[src/rtl/fsm_sequencer_if.sv]
// -----------------------------------------------------------------------------
// fsm_sequencer_if
// Job-side interface of the FSM sequencer.
//   master : job requester (drives start/sweep/word, observes status/results)
//   slave  : sequencer     (consumes the request, drives status/results)
// Signals:
//   start     job request, only honoured while the sequencer is idle
//   sweep     0 = single word, 1 = every word 0 .. 2^WIDTH-1
//   word      word for single mode
//   busy      job in progress
//   res_valid one-cycle pulse, result/res_idx valid
//   res_idx   word that produced result
//   result    captured FSM output
//   done      one-cycle pulse alongside the last res_valid of a job
// -----------------------------------------------------------------------------
interface fsm_sequencer_if #(
  parameter int WIDTH = 3
);
  logic             start;
  logic             sweep;
  logic [WIDTH-1:0] word;
  logic             busy;
  logic             res_valid;
  logic [WIDTH-1:0] res_idx;
  logic [1:0]       result;
  logic             done;

  modport master (
    output start,
    output sweep,
    output word,
    input  busy,
    input  res_valid,
    input  res_idx,
    input  result,
    input  done
  );

  modport slave (
    input  start,
    input  sweep,
    input  word,
    output busy,
    output res_valid,
    output res_idx,
    output result,
    output done
  );
endinterface

[src/rtl/fsm_sequencer.sv]
// -----------------------------------------------------------------------------
// fsm_sequencer
// Drives a serial-input pattern FSM (1-bit in, 2-bit Moore out) on the same
// clock. Per word: hold the FSM in reset, shift the word in MSB-first one bit
// per cycle, then capture the FSM output. Sweep mode walks every word
// 0 .. 2^WIDTH-1 back to back for an in-system self-check of the FSM.
//
// Ports:
//   clk      system clock, rising edge
//   rst      asynchronous, active-high reset
//   job      fsm_sequencer_if.slave (start/sweep/word in; busy, res_valid,
//            res_idx, result, done out)
//   fsm_in   serial bit to the FSM, registered
//   fsm_rst  active-high reset to the FSM, registered
//   fsm_out  FSM output, sampled only in CAPTURE
//
// States:
//   state     | meaning
//   S_IDLE    | waiting for start; FSM held in reset
//   S_RST     | FSM held in reset for RST_CYCLES cycles before a word
//   S_SHIFT   | word shifted into the FSM MSB-first, WIDTH cycles
//   S_CAPTURE | one cycle; fsm_out captured at the closing edge
// -----------------------------------------------------------------------------
module fsm_sequencer #(
  parameter int WIDTH      = 3,
  parameter int RST_CYCLES = 1
) (
  input  logic           clk,
  input  logic           rst,
  fsm_sequencer_if.slave job,
  output logic           fsm_in,
  output logic           fsm_rst,
  input  logic [1:0]     fsm_out
);

  // One down-counter serves both the reset phase and the shift phase.
  localparam int CNT_MAX = (RST_CYCLES > WIDTH) ? RST_CYCLES : WIDTH;
  localparam int CW      = $clog2(CNT_MAX + 1);

  localparam logic [CW-1:0]    RST_LOAD   = CW'(RST_CYCLES - 1);
  localparam logic [CW-1:0]    SHIFT_LOAD = CW'(WIDTH - 1);
  localparam logic [CW-1:0]    CNT_ONE    = CW'(1);
  localparam logic [WIDTH-1:0] WORD_ONE   = WIDTH'(1);
  localparam logic [WIDTH-1:0] WORD_LAST  = '1;

  typedef enum logic [1:0] {
    S_IDLE,
    S_RST,
    S_SHIFT,
    S_CAPTURE
  } state_t;

  state_t           state_q, state_d;
  logic [CW-1:0]    cnt_q, cnt_d;
  logic [WIDTH-1:0] word_q, word_d;
  logic [WIDTH-1:0] sh_q, sh_d;
  logic             sweep_q, sweep_d;
  logic             fsm_in_q, fsm_in_d;
  logic             fsm_rst_q, fsm_rst_d;
  logic             busy_q, busy_d;
  logic             res_valid_q, res_valid_d;
  logic             done_q, done_d;
  logic [1:0]       result_q, result_d;
  logic [WIDTH-1:0] res_idx_q, res_idx_d;

  always_ff @(posedge clk or posedge rst) begin
    if (rst) begin
      state_q     <= S_IDLE;
      cnt_q       <= '0;
      word_q      <= '0;
      sh_q        <= '0;
      sweep_q     <= 1'b0;
      fsm_in_q    <= 1'b0;
      fsm_rst_q   <= 1'b1;
      busy_q      <= 1'b0;
      res_valid_q <= 1'b0;
      done_q      <= 1'b0;
      result_q    <= 2'b00;
      res_idx_q   <= '0;
    end else begin
      state_q     <= state_d;
      cnt_q       <= cnt_d;
      word_q      <= word_d;
      sh_q        <= sh_d;
      sweep_q     <= sweep_d;
      fsm_in_q    <= fsm_in_d;
      fsm_rst_q   <= fsm_rst_d;
      busy_q      <= busy_d;
      res_valid_q <= res_valid_d;
      done_q      <= done_d;
      result_q    <= result_d;
      res_idx_q   <= res_idx_d;
    end
  end

  // fsm_in/fsm_rst are registered, so they are computed here for the state
  // being entered: the value seen in a cycle always matches that cycle's state.
  always_comb begin
    state_d     = state_q;
    cnt_d       = cnt_q;
    word_d      = word_q;
    sh_d        = sh_q;
    sweep_d     = sweep_q;
    fsm_in_d    = 1'b0;
    fsm_rst_d   = 1'b1;
    busy_d      = busy_q;
    res_valid_d = 1'b0;
    done_d      = 1'b0;
    result_d    = result_q;
    res_idx_d   = res_idx_q;

    unique case (state_q)
      S_IDLE: begin
        if (job.start) begin
          word_d  = job.sweep ? '0 : job.word;
          sweep_d = job.sweep;
          busy_d  = 1'b1;
          cnt_d   = RST_LOAD;
          state_d = S_RST;
        end
      end

      S_RST: begin
        if (cnt_q == '0) begin
          // Entering SHIFT cycle 0: present the MSB, queue the rest.
          state_d   = S_SHIFT;
          cnt_d     = SHIFT_LOAD;
          fsm_rst_d = 1'b0;
          fsm_in_d  = word_q[WIDTH-1];
          sh_d      = word_q << 1;
        end else begin
          cnt_d = cnt_q - CNT_ONE;
        end
      end

      S_SHIFT: begin
        fsm_rst_d = 1'b0;
        if (cnt_q == '0) begin
          state_d = S_CAPTURE;
        end else begin
          cnt_d    = cnt_q - CNT_ONE;
          fsm_in_d = sh_q[WIDTH-1];
          sh_d     = sh_q << 1;
        end
      end

      S_CAPTURE: begin
        result_d    = fsm_out;
        res_idx_d   = word_q;
        res_valid_d = 1'b1;
        // Last-word test uses the pre-increment value so a sweep ends at
        // all ones and never wraps back to 0.
        if (!sweep_q || (word_q == WORD_LAST)) begin
          done_d  = 1'b1;
          busy_d  = 1'b0;
          state_d = S_IDLE;
        end else begin
          word_d  = word_q + WORD_ONE;
          cnt_d   = RST_LOAD;
          state_d = S_RST;
        end
      end

      default: begin
        state_d = S_IDLE;
      end
    endcase
  end

  assign fsm_in        = fsm_in_q;
  assign fsm_rst       = fsm_rst_q;
  assign job.busy      = busy_q;
  assign job.res_valid = res_valid_q;
  assign job.done      = done_q;
  assign job.result    = result_q;
  assign job.res_idx   = res_idx_q;

endmodule
[src/flat_wrapper.sv]
// flat-port wrapper written by rule: the top's interface ports become plain ports
module fsm_sequencer_flat 
#(
  parameter int WIDTH      = 3,
  parameter int RST_CYCLES = 1
)
  (clk, rst, fsm_in, fsm_rst, fsm_out, job_start, job_sweep, job_word, job_busy, job_res_valid, job_res_idx, job_result, job_done);
  fsm_sequencer_if #(.WIDTH(WIDTH)) job_i ();
  input  logic clk;
  input  logic rst;
  output logic fsm_in;
  output logic fsm_rst;
  input  logic [1:0] fsm_out;
  input wire logic [$bits(job_i.start)-1:0] job_start;
  input wire logic [$bits(job_i.sweep)-1:0] job_sweep;
  input wire logic [$bits(job_i.word)-1:0] job_word;
  output wire logic [$bits(job_i.busy)-1:0] job_busy;
  output wire logic [$bits(job_i.res_valid)-1:0] job_res_valid;
  output wire logic [$bits(job_i.res_idx)-1:0] job_res_idx;
  output wire logic [$bits(job_i.result)-1:0] job_result;
  output wire logic [$bits(job_i.done)-1:0] job_done;
  assign job_i.start = job_start;
  assign job_i.sweep = job_sweep;
  assign job_i.word = job_word;
  assign job_busy = job_i.busy;
  assign job_res_valid = job_i.res_valid;
  assign job_res_idx = job_i.res_idx;
  assign job_result = job_i.result;
  assign job_done = job_i.done;
  fsm_sequencer #(.WIDTH(WIDTH), .RST_CYCLES(RST_CYCLES)) u_core (.clk(clk), .rst(rst), .job(job_i), .fsm_in(fsm_in), .fsm_rst(fsm_rst), .fsm_out(fsm_out));
endmodule
[config.mk]
export PLATFORM = sky130hd
export DESIGN_NAME = fsm_sequencer_flat
export DESIGN_NICKNAME = d
export VERILOG_FILES = /design/src/rtl/fsm_sequencer_if.sv /design/src/rtl/fsm_sequencer.sv /design/src/flat_wrapper.sv
export SDC_FILE = /design/constraint.sdc
export NUM_CORES = 1
export LEC_CHECK = 0
export CAP_MARGIN = 30
export CORE_MARGIN = 3
export CORE_UTILIZATION = 51
export CTS_BUF_LIST = sky130_fd_sc_hd__clkbuf_16
export CTS_CLUSTER_SIZE = 40
export DETAILED_ROUTE_END_ITERATION = 12
export PLACE_DENSITY = 0.78
export SETUP_SLACK_MARGIN = 0.3
export SLEW_MARGIN = 5
export SYNTH_ARGS = -nofsm -noshare
export SYNTH_HDL_FRONTEND = slang
export SYNTH_SLANG_ARGS = --single-unit
[constraint.sdc]
create_clock -name clk -period 2.17 [get_ports clk]
set_clock_uncertainty 0.1 [all_clocks]
set_input_delay 0.434 -clock clk [delete_from_list [all_inputs] [get_ports clk]]
set_output_delay 0.434 -clock clk [all_outputs]
set_load 0.005 [all_outputs]
[Word-level counts from Yosys, hierarchy flattened]
Cells that the tools add are included.
Cells by class
  $add $sub $neg: 2
  eq/ne operators: 10
  muxes and demuxes: 28
  reductions and logical operators: 12
Operator list (count)
  2-bit one-hot mux with 4 select lines: 2
  3-bit 2-to-1 mux: 5
  3-bit AND reduction: 5
  2-bit 2-to-1 mux: 7
  3-bit one-hot mux with 2 select lines: 2
  1-bit 2-to-1 mux: 9
  2-bit by 1-bit inequality test with 1-bit output (second input constant): 3
  2-bit inequality test (second input constant): 3
  1-bit one-hot mux with 2 select lines: 3
  2-bit equality test (second input constant): 2
  2-bit zero test: 2
  2-bit nonzero test: 2
  3-bit by 1-bit adder with 3-bit output (second input constant): 1
  3-bit equality test (second input constant): 1
  2-bit by 1-bit equality test with 1-bit output (second input constant): 1
  2-bit AND reduction: 1
  2-bit by 1-bit subtractor with 2-bit output (second input constant): 1
  1-bit zero test: 1
  1-bit logical OR: 1
Storage, ports and cells
  register bits: 21
  input port bits: 9
  output and inout bits: 10
  word-level logic and storage cells: 64

[Longest topological paths before layout]
Gate-level depths: netlist of run 1.
  word-level depth: 4
  mapped depth: 7
  gate-level depth less buffers: 6

[Least setup slack after synthesis of run 1]
Ideal clock, no wire load.
  kind: reg-to-reg
  from: register u_core.word_q[0]
  to: register u_core.word_q[0]
  data arrival time: 1.540 ns
  required time: 1.945 ns
  setup slack: 0.405 ns
  cell stages (with the launch flop): 6
  cell sequence: dfrtp_1 ha_1 ha_1 nand2b_4 a211oi_4 mux2_4
Between the ends
  longest elaborated chain between the ends: 4
Ends and longest elaborated chain
  start: declaration: RTL line fsm_sequencer.sv:55  | logic [WIDTH-1:0] word_q, word_d;
  start signal: assignment: RTL line fsm_sequencer.sv:83  | word_q <= word_d;
  parallel branches: the longest is 4 deep, another holds 3-bit by 1-bit adder with 3-bit output
Parallel ways; which one is timed is not known. The select of a mux whose other input is x is not followed.
A chain may end at the register's enable or synchronous reset.

[Worst setup path after layout of run 1]
  from: register u_core.fsm_rst_q (netlist: u_core.fsm_rst)
  to: output port fsm_rst
RTL lines
  start: declaration: RTL line fsm_sequencer.sv:59  | logic fsm_rst_q, fsm_rst_d;
  start signal: assignment: RTL line fsm_sequencer.sv:87  | fsm_rst_q <= fsm_rst_d;
  end: declaration: RTL line flat_wrapper.sv:12  | output logic fsm_rst;
No word-level cell between the ends.

==> report_table.html, run 1 <==
<table>
<tr><th>Metric</th><th>Value</th></tr>
<tr><th colspan="2">Worst setup path</th></tr>
<tr><td>Worst endpoint required time</td><td>1.64 ns</td></tr>
<tr><td>Critical path cell sequence</td><td>clkdlybuf4s50_1</td></tr>
<tr><td>Type of element launching the critical path</td><td>flip-flop</td></tr>
<tr><td>Cell type group with the largest total delay on the critical path</td><td>flip-flops</td></tr>
<tr><td>Arrival time reported for the critical path endpoint</td><td>1.24 ns</td></tr>
<tr><td>Critical path start-end classification</td><td>flip-flop to output pin</td></tr>
<tr><td>CP Buf/Inv Count</td><td>1</td></tr>
<tr><td>Crit-path max cell delay</td><td>0.51 ns</td></tr>
<tr><td>CP endpoint kind</td><td>output pin</td></tr>
<tr><td>Crit path max fanout</td><td>1</td></tr>
<tr><td>Slowest cell on crit path</td><td>dfstp_2</td></tr>
<tr><th colspan="2">STA</th></tr>
<tr><td>Number of max-slew violations in the final report</td><td>0</td></tr>
<tr><td>Actual slew at the worst max-slew pin</td><td>around 0.29 ns</td></tr>
<tr><td>Max-Slew Margin vs Limit</td><td>0.805</td></tr>
<tr><td>Accumulated negative setup slack</td><td>0 ns</td></tr>
<tr><td>RSZ-0062 raised after global routing</td><td>no</td></tr>
<tr><td>Hold Vio Cnt, Final</td><td>0</td></tr>
<tr><td>Final setup vio count</td><td>0</td></tr>
<tr><td>Minimum clock period</td><td>1.77 ns</td></tr>
<tr><td>Maximum achievable frequency</td><td>between 500 and 600 MHz</td></tr>
<tr><td>Final WS setup</td><td>0.399 ns</td></tr>
<tr><td>Post-route clock period utilization</td><td>0.816</td></tr>
<tr><td>WHS</td><td>0.386 ns</td></tr>
<tr><th colspan="2">Floorplan</th></tr>
<tr><td>I/O Pins</td><td>19</td></tr>
<tr><td>Area of the core region</td><td>1860 um2</td></tr>
<tr><td>Std-Cell Rows</td><td>15</td></tr>
<tr><td>Area of the die</td><td>approximately 2700 um2</td></tr>
<tr><td>Starting utilization of the core area</td><td>0.575</td></tr>
<tr><td>Floorplan die height</td><td>51.8 um</td></tr>
<tr><td>Die width</td><td>~52 um</td></tr>
<tr><th colspan="2">Global routing</th></tr>
<tr><td>Number of global-route vias before repair</td><td>roughly 800</td></tr>
<tr><td>Overflow left after global routing</td><td>0</td></tr>
<tr><td>Largest net degree at the start of global routing</td><td>21</td></tr>
<tr><td>Initial antenna violation count</td><td>0</td></tr>
<tr><td>All-layer global routing usage</td><td>0.179</td></tr>
<tr><td>Wire length of the first global-routing pass</td><td>3580 um</td></tr>
<tr><th colspan="2">Logic synthesis</th></tr>
<tr><td>Leading cell types by count after synthesis</td><td>dfrtp_1 (19), ha_1 (9), inv_1 (8), mux2_2 (8), a21oi_1 (7)</td></tr>
<tr><td>Yosys cell types</td><td>27</td></tr>
<tr><td>Proportion of register bits with asynchronous set or reset after synthesis</td><td>1.00</td></tr>
<tr><td>Fraction of post-synthesis cell area in the top cell type by area</td><td>0.445</td></tr>
<tr><td>Mapped Cells</td><td>97</td></tr>
<tr><td>Mean area per synthesized cell</td><td>11.0 um2</td></tr>
<tr><td>Number of warning messages in the yosys log</td><td>0</td></tr>
<tr><td>Synth top area cells</td><td>dfrtp_1 (44%), ha_1 (11%), mux2_2 (8.4%)</td></tr>
<tr><td>Cell Area, Synth</td><td>1070 um2</td></tr>
<tr><td>Part of the Yosys area used for sequential elements</td><td>0.470</td></tr>
<tr><td>Most numerous cell in the Yosys netlist</td><td>dfrtp_1</td></tr>
<tr><td>Most used DFF post-synth</td><td>dfrtp_1</td></tr>
<tr><td>Largest area contributor in the synthesized netlist</td><td>dfrtp_1</td></tr>
<tr><td>Number of synthesized flops with an enable pin</td><td>0</td></tr>
<tr><td>Flop and latch count out of synthesis</td><td>20</td></tr>
<tr><td>Mapped Nets</td><td>115</td></tr>
<tr><th colspan="2">Detailed routing</th></tr>
<tr><td>Number of iterations in the first detailed-routing pass</td><td>4</td></tr>
<tr><td>Routed Antenna Nets</td><td>0</td></tr>
<tr><td>Per-cell routed wire length</td><td>14.2 um</td></tr>
<tr><td>Via count</td><td>776</td></tr>
<tr><td>Total wire length after detailed routing</td><td>2090 um</td></tr>
<tr><td>Residual DRC count</td><td>0</td></tr>
<tr><td>Via count normalized by instance count</td><td>5.28</td></tr>
<tr><td>Number of DRC violations after detailed-routing iteration 0</td><td>3</td></tr>
<tr><th colspan="2">Clock tree</th></tr>
<tr><td>Count of hold-fix buffers inserted at cts</td><td>0</td></tr>
<tr><td>CTS tree</td><td>built</td></tr>
<tr><td>Clock transition at the register clock pins on the worst setup and hold paths after CTS</td><td>0.06 ns</td></tr>
<tr><td>Clk root buf</td><td>clkbuf_16</td></tr>
<tr><td>Number of CTS-inserted buffers</td><td>3</td></tr>
<tr><td>Source-to-sink clock delay at the later pin of the worst-skew pair</td><td>0.25 ns</td></tr>
<tr><td>Count of clock tree sinks</td><td>20</td></tr>
<tr><td>CTS Buffer Depth</td><td>2</td></tr>
<tr><td>Maximum level of the CTS H-tree</td><td>1</td></tr>
<tr><th colspan="2">Final layout</th></tr>
<tr><td>Ratio of cells with drive above 1 in the final layout</td><td>0.197</td></tr>
<tr><td>Growth of design area from synthesis to finish</td><td>30.2%</td></tr>
<tr><td>Fillcell total</td><td>115</td></tr>
<tr><td>Final layout net count</td><td>141</td></tr>
<tr><td>Antenna diode instance count</td><td>0</td></tr>
<tr><td>Layout Cell Area excl Fill</td><td>1390 um2</td></tr>
<tr><th colspan="2">Placed design</th></tr>
<tr><td>Post-detailed-placement cell area</td><td>1280 um2</td></tr>
<tr><td>Placed wire-length estimate after detailed placement</td><td>1400 um</td></tr>
<tr><td>Total of buffers placed on input and output ports</td><td>18</td></tr>
<tr><td>Post-Place Worst Slack</td><td>roughly 0.24 ns</td></tr>
<tr><td>Placer's final routability congestion estimate</td><td>between 0.7 and 0.8</td></tr>
<tr><th colspan="2">Pwr</th></tr>
<tr><td>Max IR drop VDD</td><td>approximately 1.1 mV</td></tr>
<tr><td>Static power due to leakage</td><td>0.000648 uW</td></tr>
<tr><td>Overall power after layout</td><td>around 2300 uW</td></tr>
<tr><td>Cell Pwr Density</td><td>1650 nW/um2</td></tr>
<tr><th colspan="2">Status</th></tr>
<tr><td>Status</td><td>complete, no violations</td></tr>
<tr><th colspan="2">Worst hold path</th></tr>
<tr><td>HP Class</td><td>flip-flop to flip-flop</td></tr>
<tr><th colspan="2">Job</th></tr>
<tr><td>Reported max-cap violation count</td><td>0</td></tr>
</table>
-- final cells by class --
class	instances	area (um2)	share of cell area
Clock buffer	3	75.1	0.0540
Clock inverter	1	3.75	0.00270
Inverter	8	30.0	0.0216
Multi-Input combinational cell	66	524	0.377
Sequential cell	20	502	0.361
Tap cell	25	31.3	0.0225
Timing Repair Buffer	24	225	0.162
-- sequential cells by signal (all words and copies together), names as in the netlist --
signal                cells
u_core.cnt_q              2
u_core.fsm_in             1
u_core.fsm_rst            1
u_core.job.busy           1
u_core.job.done           1
u_core.job.res_idx        3
u_core.job.res_valid      1
u_core.job.result         2
u_core.sh_q               2
u_core.state_q            2
u_core.sweep_q            1
u_core.word_q             3
-- power breakdown --
part	switching, uW	leakage, uW	internal, uW	total, uW
clock	132	0.0000423	245	377
combinational	556	0.000362	678	1230
sequential	115	0.000244	568	683
total	803	0.000648	1490	2290
-- placed cells by master (no fill, tap or decap) --
cell	Yosys	layout
ha_2	0	1
a21oi_1	7	7
ha_1	9	8
nor2_1	6	6
nor3b_1	1	1
dfrtp_1	19	19
and2_1	2	2
o21ai_1	0	1
nand2_1	4	4
nand2b_4	1	1
clkbuf_16	0	3
mux2_4	1	1
nor2b_4	1	1
nand3b_1	1	1
buf_4	0	6
a211oi_4	1	1
o31ai_1	2	2
a21o_2	1	1
o21ai_0	6	5
clkdlybuf4s50_1	0	18
nand2b_1	4	4
nand3_1	1	1
inv_1	8	9
mux2_2	8	8
dfstp_2	1	1
mux2i_1	1	1
nor2b_1	1	1
a211oi_1	2	2
and3_1	3	3
a21o_1	2	2
a22oi_1	1	1
-- per-layer routing --
metal  share of wire  global-route usage
met1            0.45               0.218
met2            0.51               0.305
met3           0.024              0.0487
met4           0.017              0.0611
met5               0                   0
-- stage by stage --
stage / instances / utilization
finish: 147 / 0.749
global placement: 139 / 0.689
detailed placement: 139 / 0.689
CTS: 143 / 0.731
global route: 147 / 0.749
floorplan: 97 / -
-- worst paths after layout --
| kind | cells after the start | slack, ns | from | to |
|---|---|---|---|---|
| max | 1 | 0.40 | u_core.fsm_rst | fsm_rst |
| min in group asynchronous | 3 | 0.41 | rst | u_core.job.res_idx[1] |
| max reg2reg | 5 | 0.41 | u_core.word_q[1] | u_core.word_q[0] |
| max in group asynchronous | 3 | 1.29 | rst | u_core.fsm_rst |
| min | 1 | 0.39 | u_core.sh_q[1] | u_core.sh_q[1] |
| min reg2reg | 1 | 0.39 | u_core.sh_q[1] | u_core.sh_q[1] |
-- timing repair --
action                     CTS  global route
resized for setup            0             2
setup endpoints to repair    1             6
setup buffers                0             4
pin swaps                    1             1
-- logic make-up (layout without fill, tap and decap cells) --
group,Yosys count,count (layout),share of synthesized area
fa+ha+maj,9,9,0.105
compound gates,22,22,0.137
simple gates,25,25,0.138
buf+inv,11,36,0.0422
mux,10,10,0.108
flops,20,20,0.470
No activity file was read; power rests on OpenSTA's default activity.
==> run 2, diff against run 1 <==
- clock period: 2.17 -> 1.8 ns (I/O delays scaled with it)
==> run 2 against run 1 <==
Net effect: critical path depth rose by 4; combinational power grew 69%; worst hold slack got worse by 0.11 ns; clock-buffer cell count unchanged; setup slack got worse by 0.29 ns; first-iteration DRC count is 100% higher; core utilization increased by 13 points; power up 54%; cell area rose by 17%; sequential power up 24%; wire length up 25%; largest cell class unchanged.
==> report_table.html, run 2 (synthesized netlist as in run 1, its figures left out) <==
<table>
<tr><th>Metric</th><th>Value</th></tr>
<tr><th colspan="2">Status</th></tr>
<tr><td>Status</td><td>complete, no violations</td></tr>
<tr><th colspan="2">Pwr</th></tr>
<tr><td>Max IR drop VDD</td><td>1.65 mV (+46%)</td></tr>
<tr><td>Static power due to leakage</td><td>0.000749 uW (+16%)</td></tr>
<tr><td>Cell Pwr Density</td><td>2160 nW/um2 (+31%)</td></tr>
<tr><th colspan="2">Worst setup path</th></tr>
<tr><td>Crit-path max cell delay</td><td>0.39 ns (-0.12 ns)</td></tr>
<tr><td>Arrival time reported for the critical path endpoint</td><td>1.73 ns (+0.49 ns)</td></tr>
<tr><td>Critical path start-end classification</td><td>flip-flop to flip-flop</td></tr>
<tr><td>CP endpoint kind</td><td>flip-flop</td></tr>
<tr><td>Worst r2r path cells</td><td>5 (unchanged)</td></tr>
<tr><td>Crit path max fanout</td><td>3 (+2)</td></tr>
<tr><td>Worst endpoint required time</td><td>1.84 ns (+0.20 ns)</td></tr>
<tr><td>Setup slack of the worst register-to-register path</td><td>0.11 ns (-0.30 ns)</td></tr>
<tr><td>Type of element launching the critical path</td><td>flip-flop</td></tr>
<tr><td>Capture point of the worst reg-to-reg path</td><td>u_core.word_q[0]</td></tr>
<tr><td>Worst setup path endpoint</td><td>u_core.word_q[0]</td></tr>
<tr><td>Slowest cell on crit path</td><td>dfrtp_1</td></tr>
<tr><td>Launching element of the worst setup path</td><td>u_core.word_q[0]</td></tr>
<tr><td>Worst path most repeated cell</td><td>ha_2</td></tr>
<tr><td>Critical path cell sequence</td><td>ha_2 -&gt; ha_2 -&gt; nand2b_4 -&gt; a211oi_4 -&gt; mux2_4</td></tr>
<tr><td>Origin of the critical flop-to-flop path</td><td>u_core.word_q[0]</td></tr>
<tr><th colspan="2">Final layout</th></tr>
<tr><td>Growth of design area from synthesis to finish</td><td>52.9%</td></tr>
<tr><td>Util after Layout</td><td>0.879 (+0.131)</td></tr>
<tr><td>Most common cell after layout, fill and taps aside</td><td>dfrtp_1</td></tr>
<tr><td>Final layout net count</td><td>153 (+8.5%)</td></tr>
<tr><td>Antenna diode instance count</td><td>0 (unchanged)</td></tr>
<tr><td>Most frequent cells in the layout</td><td>dfrtp_1 (17), buf_4 (16), dlygate4sd2_1 (10)</td></tr>
<tr><td>Ratio of cells with drive above 1 in the final layout</td><td>0.440 (+0.244)</td></tr>
<tr><th colspan="2">Detailed routing</th></tr>
<tr><td>Number of iterations in the first detailed-routing pass</td><td>4 (unchanged)</td></tr>
<tr><td>Via count</td><td>844 (+8.8%)</td></tr>
<tr><td>Via count normalized by instance count</td><td>5.31 (+0.55%)</td></tr>
<tr><td>Total wire length after detailed routing</td><td>2610 um (+25%)</td></tr>
<tr><td>Residual DRC count</td><td>0 (unchanged)</td></tr>
<tr><td>Routed Antenna Nets</td><td>0 (unchanged)</td></tr>
<tr><td>Per-cell routed wire length</td><td>16.4 um (+16%)</td></tr>
<tr><td>Number of DRC violations after detailed-routing iteration 0</td><td>6 (+3)</td></tr>
<tr><th colspan="2">Worst hold path</th></tr>
<tr><td>HP Class</td><td>input port to async pin</td></tr>
<tr><th colspan="2">Clock tree</th></tr>
<tr><td>Count of hold-fix buffers inserted at cts</td><td>0 (unchanged)</td></tr>
<tr><td>Source-to-sink clock delay at the later pin of the worst-skew pair</td><td>0.26 ns (about the same)</td></tr>
<tr><td>Maximum level of the CTS H-tree</td><td>1 (unchanged)</td></tr>
<tr><td>CTS Buffer Depth</td><td>2 (unchanged)</td></tr>
<tr><td>Clk root buf</td><td>clkbuf_16</td></tr>
<tr><td>Number of CTS-inserted buffers</td><td>3 (unchanged)</td></tr>
<tr><td>CTS tree</td><td>built</td></tr>
<tr><td>Count of clock tree sinks</td><td>20 (unchanged)</td></tr>
<tr><td>Clock transition at the register clock pins on the worst setup and hold paths after CTS</td><td>0.06 ns (about the same)</td></tr>
<tr><th colspan="2">STA</th></tr>
<tr><td>Post-route clock period utilization</td><td>0.938</td></tr>
<tr><td>Accumulated negative setup slack</td><td>0 ns (unchanged)</td></tr>
<tr><td>Minimum clock period</td><td>1.69 ns</td></tr>
<tr><td>Number of max-slew violations in the final report</td><td>0 (unchanged)</td></tr>
<tr><td>Actual slew at the worst max-slew pin</td><td>0.379 ns (+0.0872 ns)</td></tr>
<tr><td>Hold Vio Cnt, Final</td><td>0 (unchanged)</td></tr>
<tr><td>Maximum achievable frequency</td><td>592 MHz</td></tr>
<tr><td>Final setup vio count</td><td>0 (unchanged)</td></tr>
<tr><td>Max-Slew Margin vs Limit</td><td>0.747 (-0.0584)</td></tr>
<tr><td>RSZ-0062 raised after global routing</td><td>yes</td></tr>
<tr><th colspan="2">Global routing</th></tr>
<tr><td>Wire length of the first global-routing pass</td><td>4150 um (+16%)</td></tr>
<tr><td>Largest net degree at the start of global routing</td><td>13 (-38%)</td></tr>
<tr><td>Overflow left after global routing</td><td>0 (unchanged)</td></tr>
<tr><td>Number of global-route vias before repair</td><td>922 (+13%)</td></tr>
<tr><td>All-layer global routing usage</td><td>0.210 (+0.0300)</td></tr>
<tr><td>Initial antenna violation count</td><td>0 (unchanged)</td></tr>
<tr><th colspan="2">Floorplan</th></tr>
<tr><td>Die width</td><td>51.8 um (unchanged)</td></tr>
<tr><td>Floorplan die height</td><td>51.8 um (unchanged)</td></tr>
<tr><td>Area of the core region</td><td>1860 um2 (unchanged)</td></tr>
<tr><td>I/O Pins</td><td>19 (unchanged)</td></tr>
<tr><td>Starting utilization of the core area</td><td>0.575 (unchanged)</td></tr>
<tr><td>Area of the die</td><td>2680 um2 (unchanged)</td></tr>
<tr><td>Std-Cell Rows</td><td>15 (unchanged)</td></tr>
<tr><th colspan="2">Placed design</th></tr>
<tr><td>Total of buffers placed on input and output ports</td><td>18 (unchanged)</td></tr>
<tr><td>Placer's final routability congestion estimate</td><td>0.757 (-5.1%)</td></tr>
<tr><td>Placed wire-length estimate after detailed placement</td><td>1600 um (+14%)</td></tr>
<tr><th colspan="2">Job</th></tr>
<tr><td>Reported max-cap violation count</td><td>0 (unchanged)</td></tr>
</table>
-- run 2: changes by cell type in the layout (fill, tap and decap cells not counted), sizes merged --
cell / previous run / this run
buf: 6 / 18
inv: 9 / 8
clkdlybuf4s50: 18 / 8
bufinv: 0 / 1
dlygate4sd2: 0 / 10
-- run 2: repair_timing --
| item | in CTS | in global routing |
|---|---|---|
| gates resized for setup | 21 | 11 |
| pin swaps | 4 | 5 |
| setup buffers | 7 | 6 |
| setup endpoints to repair | 23 | 13 |
| hold endpoints to repair | 0 | 0 |
-- run 2: report_power, final --
part	internal (uW)	switching, uW	total, uW
Combinational	1150	928	2080
Sequential	690	159	850
Clock	441	165	606
Total	2280	1250	3540
-- run 2: final cells by class --
cell class | instances | area, um2
inverters | 8 | 35.0
fillers | 84 | 224
clock inverters | 1 | 30.0
multi-input cells | 66 | 648
well taps | 25 | 31.3
flip-flops and latches | 20 | 504
clock buffers | 3 | 75.1
repair buffers | 36 | 310
-- run 2: how the worst min path moves through the flow --
stage | startpoint | end | cells past startpoint
after floorplan | rst | u_core.cnt_q[0] | 1
after global placement | u_core.sh_q[1] | u_core.sh_q[1] | 1
after detailed placement | u_core.sh_q[1] | u_core.sh_q[1] | 1
after CTS | rst | u_core.job.result[0] | 2
after global routing | rst | u_core.cnt_q[0] | 2
final | rst | u_core.job.result[1] | 2
-- run 2: per-stage QoR --
stage / cell area [um2] / worst slack [ns] / std cells / hold WS, ns / power (uW)
after floorplan: 1130 / 0.114 / 97 / 0.223 / 1920
after global placement: 1360 / 0.0508 / 142 / 0.353 / 2370
after detailed placement: 1360 / 0.00799 / 142 / 0.367 / 2440
after CTS: 1550 / 0.111 / 153 / 0.288 / 3210
after global routing: 1630 / 0.0613 / 159 / 0.334 / 3760
final: 1630 / 0.112 / 159 / 0.278 / 3540
-- run 2: layer usage --
layer / vias up / GRT usage / part of all wire
met4: 0 / 0.0611 / 0.0073
met1: 415 / 0.250 / 0.43
met5: - / 0 / 0
li1: 409 / - / -
met2: 16 / 0.367 / 0.53
met3: 4 / 0.0573 / 0.033
-- run 2: critical path, delay by kind of cell, from the launching register on --
family | cells | cell delay [ns]
adder cells (fa/ha/maj) | 2 | 0.35
AND/OR/NAND/NOR | 1 | 0.16
flip-flops | 1 | 0.39
AO/OA/AOI/OAI | 1 | 0.26
multiplexers | 1 | 0.32
